==> src/rtl/spike_count_classifier.sv <==
// Windowed spike counter with sequential argmax and a valid/ready label output.
// Optional tie flag output enabled by defining SPIKE_CLASSIFIER_TIE_FLAG_EN.
module spike_count_classifier #(
    parameter int unsigned NUM_CLASSES = 2,
    parameter int unsigned CNT_W       = 8,
    parameter int unsigned TIME_UNITS  = 15,
    parameter int unsigned LABEL_W     = 1
) (
    input  logic                           clk,
    input  logic                           reset,
    input  logic                           start,
    input  logic [NUM_CLASSES-1:0]         spk_in,
    output logic                           busy,
    output logic [LABEL_W-1:0]             label_out,
    output logic                           label_valid,
    input  logic                           label_ready,
    output logic [NUM_CLASSES*CNT_W-1:0]   counts_out
`ifdef SPIKE_CLASSIFIER_TIE_FLAG_EN
    ,
    output logic                           tie_out
`endif
);

    localparam int unsigned WIN_W = (TIME_UNITS > 1) ? $clog2(TIME_UNITS) : 1;
    localparam int unsigned IDX_W = $clog2(NUM_CLASSES + 1);
    localparam logic [CNT_W-1:0] CNT_MAX = '1;

    typedef enum logic [1:0] {
        S_IDLE,
        S_COUNT,
        S_DECIDE,
        S_OUT
    } state_t;

    state_t                              state_q, state_d;
    logic [NUM_CLASSES-1:0][CNT_W-1:0]   cnt_q, cnt_d;
    logic [WIN_W-1:0]                    win_q, win_d;
    logic [IDX_W-1:0]                    idx_q, idx_d;
    logic [LABEL_W-1:0]                  best_q, best_d;
    logic [LABEL_W-1:0]                  label_q, label_d;
    logic                                busy_q, busy_d;
    logic                                valid_q, valid_d;
    logic [LABEL_W-1:0]                  cmp_k;
`ifdef SPIKE_CLASSIFIER_TIE_FLAG_EN
    logic                                tie_q, tie_d;
`endif

    always_ff @(posedge clk or posedge reset) begin
        if (reset) begin
            state_q <= S_IDLE;
            cnt_q   <= '0;
            win_q   <= '0;
            idx_q   <= '0;
            best_q  <= '0;
            label_q <= '0;
            busy_q  <= 1'b0;
            valid_q <= 1'b0;
`ifdef SPIKE_CLASSIFIER_TIE_FLAG_EN
            tie_q   <= 1'b0;
`endif
        end else begin
            state_q <= state_d;
            cnt_q   <= cnt_d;
            win_q   <= win_d;
            idx_q   <= idx_d;
            best_q  <= best_d;
            label_q <= label_d;
            busy_q  <= busy_d;
            valid_q <= valid_d;
`ifdef SPIKE_CLASSIFIER_TIE_FLAG_EN
            tie_q   <= tie_d;
`endif
        end
    end

    assign cmp_k = LABEL_W'(idx_q);

    // Next-state, counting and argmax; DECIDE spends one extra edge latching the winner.
    always_comb begin
        state_d = state_q;
        cnt_d   = cnt_q;
        win_d   = win_q;
        idx_d   = idx_q;
        best_d  = best_q;
        label_d = label_q;
`ifdef SPIKE_CLASSIFIER_TIE_FLAG_EN
        tie_d   = tie_q;
`endif
        case (state_q)
            S_IDLE: begin
                if (start) begin
                    cnt_d   = '0;
                    win_d   = '0;
                    state_d = S_COUNT;
                end
            end
            S_COUNT: begin
                for (int i = 0; i < int'(NUM_CLASSES); i++) begin
                    if (spk_in[i] && (cnt_q[i] != CNT_MAX)) begin
                        cnt_d[i] = cnt_q[i] + CNT_W'(1);
                    end
                end
                if (win_q == WIN_W'(TIME_UNITS - 1)) begin
                    win_d   = '0;
                    idx_d   = IDX_W'(1);
                    best_d  = '0;
`ifdef SPIKE_CLASSIFIER_TIE_FLAG_EN
                    tie_d   = 1'b0;
`endif
                    state_d = S_DECIDE;
                end else begin
                    win_d = win_q + WIN_W'(1);
                end
            end
            S_DECIDE: begin
                if (idx_q == IDX_W'(NUM_CLASSES)) begin
                    label_d = best_q;
                    idx_d   = '0;
                    state_d = S_OUT;
                end else begin
                    // Strict compare keeps the lowest index on ties.
                    if (cnt_q[cmp_k] > cnt_q[best_q]) begin
                        best_d = cmp_k;
`ifdef SPIKE_CLASSIFIER_TIE_FLAG_EN
                        tie_d  = 1'b0;
`endif
                    end
`ifdef SPIKE_CLASSIFIER_TIE_FLAG_EN
                    else if (cnt_q[cmp_k] == cnt_q[best_q]) begin
                        tie_d = 1'b1;
                    end
`endif
                    idx_d = idx_q + IDX_W'(1);
                end
            end
            S_OUT: begin
                if (label_ready) begin
                    if (start) begin
                        cnt_d   = '0;
                        win_d   = '0;
                        state_d = S_COUNT;
                    end else begin
                        state_d = S_IDLE;
                    end
                end
            end
            default: state_d = S_IDLE;
        endcase
        busy_d  = (state_d != S_IDLE);
        valid_d = (state_d == S_OUT);
    end

    assign busy        = busy_q;
    assign label_valid = valid_q;
    assign label_out   = label_q;
    assign counts_out  = cnt_q;
`ifdef SPIKE_CLASSIFIER_TIE_FLAG_EN
    assign tie_out     = tie_q;
`endif

endmodule

==> config.mk <==
export PLATFORM = sky130hd
export DESIGN_NAME = spike_count_classifier
export DESIGN_NICKNAME = d
export VERILOG_FILES = /design/src/rtl/spike_count_classifier.sv
export SDC_FILE = /design/constraint.sdc
export NUM_CORES = 1
export LEC_CHECK = 0
export ABC_AREA = 1
export CORE_MARGIN = 4
export CORE_UTILIZATION = 45
export CTS_BUF_LIST = sky130_fd_sc_hd__clkbuf_8
export DETAILED_ROUTE_END_ITERATION = 10
export PLACE_DENSITY_LB_ADDON = 0.15
export SLEW_MARGIN = 0
export SYNTH_ARGS = -nofsm -noshare
export SYNTH_HDL_FRONTEND = slang
export SYNTH_SLANG_ARGS = --single-unit
==> constraint.sdc <==
create_clock -name clk -period 1.9 [get_ports clk]
set_input_delay 0.19 -clock clk [delete_from_list [all_inputs] [get_ports clk]]
set_output_delay 0.19 -clock clk [all_outputs]
set_load 0.02 [all_outputs]
==> metrics.txt, run 1 <==
Core Area=4090 um2; die width=73.7 um; count of cell types in the netlist=31; worst hold path class=in2async; Routed Antenna Nets=0; synthesized flop and latch total=28; delay-heaviest family, CP=simple AND/OR/NAND/NOR gates; Slew headroom=0.747; type of origin of the critical path=flip-flop; IO Pins=25; met1 global-route usage=0.228; internal power=1.70 mW; leakage power=1.12 nW; top_reg_cell synth=dfrtp_1; commonest non-fill, non-tap cell in the layout=nand2_1; CP dominant cell by count=nand2_1; Critical-path top delay cell=dfrtp_2; most frequent cells in the layout=nand2_1 (63), inv_1 (30), clkdlybuf4s50_1 (24), dfrtp_1 (23), nand3_1 (16); met3 usage in global routing=0.0219; Global Route Usage Sum=0.168; crit-path max cell delay=470 ps; Avg Cell Area, Syn=7.71 um2; largest net degree at the start of global routing=29; placed wire-length estimate=3100 um; Hold Slack=273 ps; Max FO, Critical Path=6; die area=5430 um2; CTS root buf=clkbuf_8; Net Switching=1.36 mW; Clk pwr share=0.157; Reg power frac=0.292; Area Growth Syn to Fin=24.6%; CP Cell Sequence=buf_12 -> nor2_1 -> a21oi_1 -> ha_1 -> nand2_1 -> nor2_2 -> nand2_1 -> nand2_1 -> nand2_1 -> nand2_1 -> nand2_1 -> nand2_1 -> nand2_1; sequential share of the synthesized area=0.361; CTS tree=done; f_max=0.570 GHz; vias=1688; post-synthesis adder-cell area fraction=0.0773; mux contribution to synthesized area=0.00515; final period utilization=0.923; WL final=4290 um; Async S/R FF share, synth=1.00; die height=73.7 um; Port Buf Inserts=24; Clock Latency Late Sink=280 ps; std cell rows=23; Wirelength per Cell=12.8 um; final setup vio count=0; clock-pin slew on the worst setup and hold paths=100 ps; switching portion of total power=0.445; Final WS setup=146 ps; VDD IR max=0.763 mV; GRT overflow=0; Placement Setup Slack=21.0 ps; status=complete, no violations; worst-margin pin slew=379 ps; Mapped Nets=270; post-synthesis xor/xnor area fraction=0.0361; clk sinks=28; fraction of layout cells with a size suffix above 1=0.192; # DRC=0; endpoint class of the critical path=flip-flop; max-cap violations=0; post-layout min period=1750 ps; Post-Syn Instances=252; htree depth=1; Worst EP arrival=1940 ps; vias per cell=5.02; Max clock buf depth=2; combinational share of power=0.551; Setup Skew=6.61 ps; Hold Fails Final Rpt=0; initial antenna violation count=0; initial drt markers=77; grt met2 use=0.278; CP Data Required Time=2080 ps; area of the mapped netlist=1940 um2; compound-gate portion of the synthesized area=0.131; Num CTS Buffers=3; nets@finish=305; Most Used Layer, Global Route=met2; Initial Util=0.475; Ant. Diodes=0; global-route wire length before repair=7230 um; Buf+Inv Stages, Crit Path=1; Yosys warning count=0; Simple-Gate Fraction of Synth Area=0.302; Pwr per Cell Area=1270 nW/um2; vias in the first global route=1619; max-slew violation count=0; drt pass-1 iters=5; largest family of logic cells by synthesized area=simple AND/OR/NAND/NOR gates; setup TNS=0 ps; Placer Congestion=0.825; Post-synth EDFFs=0; Setup CP Type=reg2reg
Yosys cell counts (2+ instances only):
master / number / area, um2
a21oi_1: 11 / 55.1
clkbuf_1: 3 / 11.3
dfrtp_1: 28 / 701
ha_1: 12 / 150
inv_1: 30 / 113
inv_2: 5 / 18.8
nand2_1: 63 / 236
nand2_2: 3 / 18.8
nand3_1: 16 / 80.1
nand3_2: 7 / 70.1
nand4_1: 2 / 12.5
nor2_1: 17 / 63.8
nor2_4: 3 / 33.8
nor3_1: 4 / 20.0
nor3_2: 2 / 20.0
o21ai_0: 18 / 90.1
o21ai_1: 2 / 10.0
o21ai_2: 7 / 61.3
xor2_1: 7 / 61.3
power by group through the flow:
stage / clock network, mW / registers, mW / logic (mW)
3_3_place_gp: 0 / 0.940 / 1.42
3_5_place_dp: 0 / 0.942 / 1.43
6_report: 0.482 / 0.894 / 1.69
4_1_cts: 0.500 / 0.936 / 1.44
5_1_grt: 0.523 / 0.918 / 1.93
2_1_floorplan: 0 / 0.910 / 1.09
sequential cells by signal, indices dropped and copies added (netlist names):
| signal | count |
|---|---|
| best_q | 1 |
| busy | 1 |
| counts_out | 16 |
| idx_q | 2 |
| label_out | 1 |
| label_valid | 1 |
| state_q | 2 |
| win_q | 4 |
worst min-delay path: cells and delay by family:
family	cells	cell delay, ps
buf+inv	3	790
routing by layer:
metal  vias to the layer above  wire length, um
met2                        34             2100
li1                        880                -
met3                         5              146
met5                         -                0
met4                         0               45
met1                       769             2000
what timing repair did:
item                                    in CTS  in global routing
pin swaps                                    0                  3
hold buffers                                 0                  0
gates resized for setup                      1                 23
setup buffers                                0                  7
endpoints found under the setup margin       1                  1
final cells by class:
| type | count | area [um2] |
|---|---|---|
| Clock buffer | 3 | 41.3 |
| Clock inverter | 1 | 30.0 |
| Fill cell | 400 | 1670 |
| Inverter | 35 | 131 |
| Multi-Input combinational cell | 184 | 1090 |
| Sequential cell | 28 | 707 |
| Tap cell | 50 | 62.6 |
| Timing Repair Buffer | 35 | 359 |
metrics by stage:
step	std cells	power, mW	utilization	instance area [um2]
3_5_place_dp	325	2.38	0.551	2250
2_1_floorplan	252	2.00	-	1940
5_1_grt	336	3.37	0.592	2420
3_3_place_gp	325	2.36	0.551	2250
6_report	336	3.06	0.592	2420
4_1_cts	329	2.88	0.568	2320
cell families after synthesis:
group,Yosys count
DFF,28
xor gates and xnor gates,8
AOI/OAI and AO/OA,42
muxes,1
adders and majority gates,12
buffers and inverters,40
and+or+nand+nor,121
worst paths after layout:
check | cells after the start | endpoint | from | slack [ps]
max | 13 | best_q | best_q | 150
min | 3 | counts_out[10] | reset | 270
max reg2reg | 13 | best_q | best_q | 150
min reg2reg | 2 | label_out | label_out | 500
max in group asynchronous | 3 | counts_out[13] | reset | 1330
min in group clk | 2 | label_out | label_out | 500
(Power assumes the default switching activity.)
==> run 2: changes to the inputs <==
--- a/config.mk
+++ b/config.mk
@@ -9,6 +9,7 @@
 export CORE_MARGIN = 4
 export CORE_UTILIZATION = 45
 export CTS_BUF_LIST = sky130_fd_sc_hd__clkbuf_8
+export CTS_CLUSTER_DIAMETER = 150
 export DETAILED_ROUTE_END_ITERATION = 10
 export PLACE_DENSITY_LB_ADDON = 0.15
 export SLEW_MARGIN = 0
==> results of run 2 <==
The final DEF is identical to that of run 1; final timing and power are the same.
==> run 3: changes to the inputs <==
--- a/config.mk
+++ b/config.mk
@@ -6,7 +6,7 @@
 export NUM_CORES = 1
 export LEC_CHECK = 0
 export ABC_AREA = 1
-export CORE_MARGIN = 4
+export CORE_MARGIN = 2
 export CORE_UTILIZATION = 45
 export CTS_BUF_LIST = sky130_fd_sc_hd__clkbuf_8
 export CTS_CLUSTER_DIAMETER = 150
==> run 3 against run 2 <==
Net effect: via count up 0.18%; global-route usage up 1.1 points; final cell count down 0.60%; clock skew up 1.6 ps; register-to-register slack about the same; first-iteration DRC count up 31%; wire length down 3.0%; clock power up 3%; die area down 11%; total power down 5.2%; worst setup slack worse by 4.4 ps; largest power group unchanged.
==> metrics.txt, run 3 (synthesized netlist as in run 1, its figures left out) <==
Hold Fails Final Rpt=0 (unchanged); largest net degree at the start of global routing=19 (-34%); worst hold path class=in2async; type of origin of the critical path=flip-flop; status=complete, no violations; Routed Antenna Nets=0 (unchanged); fraction of layout cells with a size suffix above 1=0.162 (-0.0303); endpoint class of the critical path=flip-flop; clk sinks=28 (unchanged); Core Area=4090 um2 (unchanged); std cell rows=23 (unchanged); max-slew violation count=0 (unchanged); combinational share of power=0.519 (-0.032); Placer Congestion=0.828 (+0.34%); vias=1691 (+0.18%); Ant. Diodes=0 (unchanged); Wirelength per Cell=12.5 um (-2.5%); die height=69.7 um (-5.4%); Max FO, Critical Path=9 (+3); Reg power frac=0.311 (+0.019); setup TNS=0 ps (unchanged); Setup CP Type=reg2reg; vias in the first global route=1552 (-4.1%); switching portion of total power=0.453 (+0.00781); Clk pwr share=0.171 (+0.014); IO Pins=25 (unchanged); vias per cell=5.06 (+0.78%); Slew headroom=0.712 (-0.0348); final period utilization=0.926 (+0.00232); post-layout min period=1760 ps (+4.40 ps); VDD IR max=0.680 mV (-11%); most frequent cells in the layout=nand2_1 (63), inv_1 (30), dfrtp_1 (26), clkdlybuf4s50_1 (24), o21ai_0 (18); Initial Util=0.475 (unchanged); # DRC=0 (unchanged); die area=4860 um2 (-11%); Port Buf Inserts=24 (unchanged); FF-to-FF Start=best_q; r2r endpoint=best_q; Clock Latency Late Sink=290 ps (about the same); final setup vio count=0 (unchanged); Reg2Reg Setup Slack=140 ps (about the same); WL final=4160 um (-3.0%); f_max=0.569 GHz (-0.25%); max-cap violations=0 (unchanged); Worst EP arrival=1950 ps (about the same); RSZ-0062 raised after global routing=false; leakage power=1.11 nW (-1.3%); Net Switching=1.31 mW (-3.5%); CP Data Required Time=2090 ps (about the same); Max clock buf depth=2 (unchanged); Setup Skew=8.16 ps (+1.55 ps); placed wire-length estimate=3190 um (+3.0%); commonest non-fill, non-tap cell in the layout=nand2_1; CTS tree=done; Hold Slack=183 ps (-90.2 ps); internal power=1.59 mW (-6.5%); CTS root buf=clkbuf_8; Num CTS Buffers=3 (unchanged); Pwr per Cell Area=1240 nW/um2 (-2.3%); initial drt markers=101 (+31%); Global Route Usage Sum=0.179 (+0.0108); global-route wire length before repair=7200 um (-0.39%); max FFs per register=16 (unchanged); worst-margin pin slew=431 ps (+51.7 ps); die width=69.7 um (-5.4%); drt pass-1 iters=4 (-1); cells on worst reg2reg path=13 (unchanged); initial antenna violation count=0 (unchanged); clock-pin slew on the worst setup and hold paths=110 ps (about the same); Area Growth Syn to Fin=20.9%; htree depth=1 (unchanged); GRT overflow=0 (unchanged); nets@finish=303 (-0.66%)
## run 3: changes by cell type in the layout (fill, tap and decap cells not counted), moves of 2 or more
cell,change
buf_6,-3
nor2_1,+2
dfrtp_2,-3
buf_4,+2
o21ai_1,-8
o21ai_0,+8
dfrtp_1,+3
buf_12,-2
## run 3: layout make-up
class,count,area [um2]
fill,405,1740
multi-input combinational,184,1070
sequential,28,703
timing repair buffer,33,308
inverter,35,131
tap,50,62.6
clock buffer,3,41.3
clock inverter,1,30.0
## run 3: stage by stage
stage	util	instances	worst slack [ps]	total power, mW	area (um2)
global placement	0.549	326	53.2	2.34	2240
CTS	0.567	330	14.5	2.84	2320
finish	0.575	334	142	2.90	2350
detailed placement	0.549	326	39.2	2.35	2240
floorplan	-	252	75.4	2.00	1940
global route	0.575	334	0.778	3.15	2350
## run 3: layer usage
| layer | track usage | wire, um |
|---|---|---|
| met1 | 0.245 | 2080 |
| met2 | 0.310 | 1940 |
| met3 | 0.0203 | 109 |
| met4 | 0.0321 | 33 |
| met5 | 0 | 0 |
## run 3: worst max path at each step
| stage | start | to | slack [ps] | cells after the start |
|---|---|---|---|---|
| after global routing | best_q | best_q | 0.8 | 15 |
| after global placement | best_q | best_q | 50 | 13 |
| after CTS | best_q | best_q | 10 | 11 |
| final | best_q | best_q | 140 | 13 |
| after detailed placement | best_q | best_q | 40 | 13 |
| after floorplan | best_q | best_q | 80 | 13 |
## run 3: what timing repair did
item | CTS | global route
gates resized for setup | 0 | 2
buffers inserted | 0 | 4
setup endpoints to repair | 0 | 1
hold buffers | 0 | 0
endpoints found under the hold margin | 0 | 0
## run 3: worst max-delay path: stages, from the launching register on
cell,delay [ps]
dfrtp_2,460
clkbuf_4,200
o21ai_0,180
ha_1,270
nand2_1,80
inv_1,50
nand2_1,60
nand2_1,40
nand2_1,50
nand2_1,40
nand2_1,50
nand2_1,60
nand3_1,70
nand2_1,50
## run 3: power groups by stage
| stage | sequential (mW) | clock (mW) | combinational [mW] |
|---|---|---|---|
| final | 0.902 | 0.495 | 1.51 |
| after global routing | 0.929 | 0.518 | 1.70 |
| after CTS | 0.930 | 0.498 | 1.41 |
| after detailed placement | 0.940 | 0 | 1.41 |
| after global placement | 0.943 | 0 | 1.40 |
| after floorplan | 0.910 | 0 | 1.09 |
==> patch 1 (settings of run 2) <==
Reset style: synchronous (`reset`), changed in one clocked block.
--- a/src/rtl/spike_count_classifier.sv
+++ b/src/rtl/spike_count_classifier.sv
@@ -46,5 +46,5 @@
 `endif
 
-    always_ff @(posedge clk or posedge reset) begin
+    always_ff @(posedge clk) begin
         if (reset) begin
             state_q <= S_IDLE;
Behaviour: differs if reset is asserted again (counterexample within 4 cycles, from zero or initial values and one cycle with reset high); with reset held inactive, the same outputs for 10 cycles.
==> patch 1 against run 2 <==
- synthesized cell count up 9.1%
- sequential cell count stayed put
- final area decreased by 7.1%
- synthesized area down 6.1%
- worst setup slack improved by 0.011 ns
- hold slack better by 0.21 ns
- sequential share of layout area down 4.2 points
- routed wire length increased by 4.0%
- via count increased by 8.4%
Power is not compared: it rests on default switching activity, and its combinational part moved more than twofold at a synthesized area within 25%.
==> patch 1: results (changes against run 2) <==
set qor(detail_route.wirelength.met1_um) 2210 ;# +10%
set qor(critical_path.max_stage_delay_ns) 0.34 ;# -0.13 ns
set qor(synth_fp_nets) 293 ;# +8.5%
set qor(met3WireLength_um) 128 ;# -12%
set qor(cp-endpoint) {best_q$_SDFFE_PP0P_}
set qor(hold-worst-slack_ns) 0.483 ;# +0.210 ns
set qor(routed-wl-met2_um) 2050 ;# -2.3%
set qor(hp-class) {register to register}
set qor(detailed_routing_iteration_count_for_the_pre_antenna_repair_pass) 4 ;# -1
set qor(area_of_placed_instances_mm2) 0.00217 ;# -3.3%
set qor(worst_r2r_path_depth) 14 ;# +1
set qor(grt_max_degree) 17 ;# -41%
set qor(post_route_cells_drive_above_1_share_pct) 14.6 ;# -4.6 points
set qor(status) {finished clean}
set qor(synthTopCellsByCount) {60 x nand2_1, 37 x nor2_1, 28 x dfxtp_1, 27 x inv_1, 23 x a21oi_1}
set qor(rr_endpoint) {best_q$_SDFFE_PP0P_}
set qor(synthTopCellsByArea) {dfxtp_1 31%, nand2_1 12%, ha_1 8.2%}
set qor(fin_nets) 327 ;# +7.2%
set qor(clock-skew-final_ns) 0.00312 ;# -0.00349 ns
set qor(grtUsageTotal_pct) 17.8 ;# +0.96 points
set qor(gp_congestion) 0.824 ;# -0.12%
set qor(cts-resized-gates) 0 ;# -1
set qor(layout.filler_cells) 384 ;# -4.0%
set qor(cpMaxStageDelayCell) {dfxtp_1}
set qor(drtIter0Drc) 114 ;# +48%
set qor(vias_in_the_first_global_route) 1635 ;# +0.99%
set qor(critPathMaxFanout) 14 ;# +8
set qor(final.setup.worst_slack_ns) 0.157 ;# +0.0114 ns
[patch 1: cell count changes after synthesis, sizes merged, moves of 4 or more]
cell / change
a21oi: +15
dfrtp: -28
dfxtp: +28
o21ai: -4
xor2: -6
nor2: +19
clkinv: +4
[patch 1: cells by family (layout without fill, tap and decap cells)]
family | count (synthesis) | after routing | share of synthesized area, %
buf+inv | 43 | 76 | 9.20
xor+xnor | 2 | 2 | 0.961
flops | 28 | 28 | 30.7
fa+ha+maj | 12 | 12 | 8.24
simple gates | 137 | 137 | 34.2
compound gates | 53 | 53 | 16.7
[patch 1: final cells by class]
| type | count | area (um^2) | share of cell area, % |
|---|---|---|---|
| multi-input cells | 204 | 1090 | 48.7 |
| repair buffers | 33 | 308 | 13.7 |
| inverters | 39 | 151 | 6.73 |
| clock buffers | 3 | 41.3 | 1.84 |
| flip-flops and latches | 28 | 563 | 25.0 |
| clock inverters | 1 | 30.0 | 1.34 |
| well taps | 48 | 60.1 | 2.67 |
[patch 1: worst max-delay path: cells and delay by family (launching register included)]
kind	cells	cell delay, ns
adder cells (fa/ha/maj)	1	0.27
buffers and inverters	2	0.24
AO/OA/AOI/OAI	2	0.27
AND/OR/NAND/NOR	9	0.51
flip-flops	1	0.34
[patch 1: per-layer routing]
layer  vias up  GRT usage [%]
met2        30           28.9
li1        956              -
met5         -              0
met4         0           5.64
met1       837           24.4
met3         7           2.38
[patch 1: per-stage QoR]
stage / instances / utilization [%] / total power, uW
CTS: 356 / 59.1 / 1320
global route: 356 / 59.2 / 1360
floorplan: 275 / - / 757
detailed placement: 352 / 57.2 / 830
global placement: 352 / 57.2 / 828
finish: 356 / 59.2 / 1300
[patch 1: power breakdown]
part | internal, uW | switching, uW
combinational | 79.9 | 124
clock | 283 | 199
sequential | 599 | 14.6
total | 962 | 338
==> patch 2 (flow settings as in run 2) <==
Without the edit above. The parameter `NUM_CLASSES` goes from 2 to 8.
--- a/src/rtl/spike_count_classifier.sv
+++ b/src/rtl/spike_count_classifier.sv
@@ -2,5 +2,5 @@
 // Optional tie flag output enabled by defining SPIKE_CLASSIFIER_TIE_FLAG_EN.
 module spike_count_classifier #(
-    parameter int unsigned NUM_CLASSES = 2,
+    parameter int unsigned NUM_CLASSES = 8,
     parameter int unsigned CNT_W       = 8,
     parameter int unsigned TIME_UNITS  = 15,
Ports: changed (resized counts_out and spk_in); port bits go from 25 to 79. No check against the original RTL was run, so the function may have changed too.
==> patch 2 against run 2 <==
- power increased by 130%
- count of clock-buffer cells in the layout increased by 6
- synthesized area increased by 140%
- routed wire length rose to 2.6 times the old value
- worst setup slack worse by 0.059 ns
- sequential cell count grew 50
- maximum frequency decreased by 3.2%
- final area is 150% higher
- critical path type unchanged
- largest cell class unchanged
==> patch 2: results (changes against run 2) <==
set qor(fraction_of_the_mapped_netlist_area_in_compound_gates_pct) 9.93 ;# -3.2 points
set qor(grt_max_degree) 38 ;# +31%
set qor(synth.area.mux_share_pct) 0.648 ;# +0.13 points
set qor(synth_cell_types) 32 ;# +3.2%
set qor(synth_fp_nets) 645 ;# +140%
set qor(fin_nets) 741 ;# +140%
set qor(arrival_time_of_the_worst_setup_path_ns) 2.05 ;# +0.11 ns
set qor(adder_cell_share_of_the_synthesized_area_pct) 5.40 ;# -2.3 points
set qor(met2_usage_pct) 33.4 ;# +5.7 points
set qor(post_route_cells_drive_above_1_share_pct) 9.24 ;# -10 points
set qor(vdd_ir_drop_max_mv) 0.594 ;# -22%
set qor(finalNonFillerCells) 847 ;# +150%
set qor(sequential_cell_area_fraction_in_the_yosys_report_pct) 42.1 ;# +6.0 points
set qor(cts_max_level) 3 ;# +2
set qor(reg2reg_setup_slack_ns) 0.09 ;# -0.06 ns
set qor(clock_buffer_count_from_cts) 9 ;# +6
set qor(clock-skew-final_ns) 0.0113 ;# +0.00473 ns
set qor(globalRouteMet1Util_pct) 25.8 ;# +3.0 points
set qor(largest_register_ff_count) 64 ;# +48
set qor(drt-total-wl_um) 11200 ;# +160%
set qor(hold-worst-slack_ns) 0.198 ;# -0.0750 ns
set qor(drtIter0Drc) 192 ;# +150%
set qor(post_synth.cell_area_avg_um2) 7.56 ;# -1.9%
set qor(cts.clk_slew.worst_paths_ns) 0.08 ;# -0.02 ns
set qor(status) {finished clean}
set qor(leakage_uw) 0.00275 ;# +150%
set qor(place_hpwl_um) 8170 ;# +160%
set qor(max_slew.worst_pin.slew_ns) 0.452 ;# +0.0727 ns
set qor(crit_start) {idx_q[0]$_DFFE_PP0P_}
set qor(worst_r2r_path_depth) 9 ;# -4
set qor(synthTopCellsByCount) {170 x nand2_1, 78 x dfrtp_1, 64 x inv_1, 53 x nand3_1, 53 x o21ai_0}
[patch 2: cell count changes after synthesis, sizes merged, moves of 5 or more]
| cell | delta |
|---|---|
| nor3 | +8 |
| dfrtp | +50 |
| inv | +35 |
| nand2 | +110 |
| nand3 | +33 |
| a21oi | +6 |
| xor2 | +15 |
| xnor2 | +5 |
| nor2 | +28 |
| o21ai | +35 |
| ha | +8 |
| nand4 | +8 |
[patch 2: how the worst min path moves through the flow]
| stage | to | cells after the start | startpoint |
|---|---|---|---|
| after detailed placement | label_out$_DFFE_PP0P_ | 2 | label_out$_DFFE_PP0P_ |
| final | label_valid$_DFF_PP0_ | 2 | reset |
| after global placement | label_out$_DFFE_PP0P_ | 2 | label_out$_DFFE_PP0P_ |
| after global routing | label_valid$_DFF_PP0_ | 2 | reset |
| after CTS | label_valid$_DFF_PP0_ | 2 | reset |
| after floorplan | counts_out[18]$_DFFE_PP0P_ | 2 | spk_in[2] |
[patch 2: logic make-up (layout without fill, tap and decap cells)]
group	after synthesis	after routing
xor+xnor	28	28
mux	3	3
buf+inv	82	183
simple gates	315	315
flops	78	78
compound gates	87	87
fa+ha+maj	20	20
[patch 2: stage by stage]
stage	TNS, ns	power [uW]	worst slack [ns]	area (um^2)
3_3_place_gp	0	5720	0.0906	5680
4_1_cts	0	7080	0.0831	5880
3_5_place_dp	0	5800	0.0522	5680
2_1_floorplan	0	4570	0.174	4640
6_report	0	7180	0.0873	5940
5_1_grt	-0.0678	7780	-0.0678	5940
[patch 2: cell type report]
cell class                 instances  area, um^2
fill                             909        3970
tap                              133         166
timing repair inverter             1        5.00
multi-input combinational        453        2390
clock inverter                     7        71.3
timing repair buffer              95         962
sequential                        78        1950
clock buffer                       9         124
inverter                          71         274
[patch 2: power by group]
group / leakage, uW / internal [uW] / total, uW / switching [uW]
Sequential: 0.00105 / 2010 / 2430 / 420
Clock: 0.000104 / 612 / 1250 / 638
Combinational: 0.00160 / 1390 / 3500 / 2110
Total: 0.00275 / 4010 / 7180 / 3170
[patch 2: critical path, cell delays in order, from the launching register on]
cell	delay [ns]
dfrtp_1	0.44
buf_4	0.14
clkinvlp_2	0.15
buf_4	0.18
ha_1	0.19
nand3_1	0.09
or2_1	0.17
nand2_1	0.11
o21ai_2	0.18
nor2_1	0.06
[patch 2: metal layers]
metal	share of wire (%)	routed length, um	vias to the layer above
met5	0	0	-
met4	0.66	74	0
met3	3.8	421	8
met2	49	5520	89
met1	46	5160	2025
li1	-	-	2183
[patch 2: repair_timing]
action / 4_1_cts / 5_1_grt
endpoints found under the setup margin: 0 / 12
buffers inserted: 0 / 3
resized for setup: 0 / 15
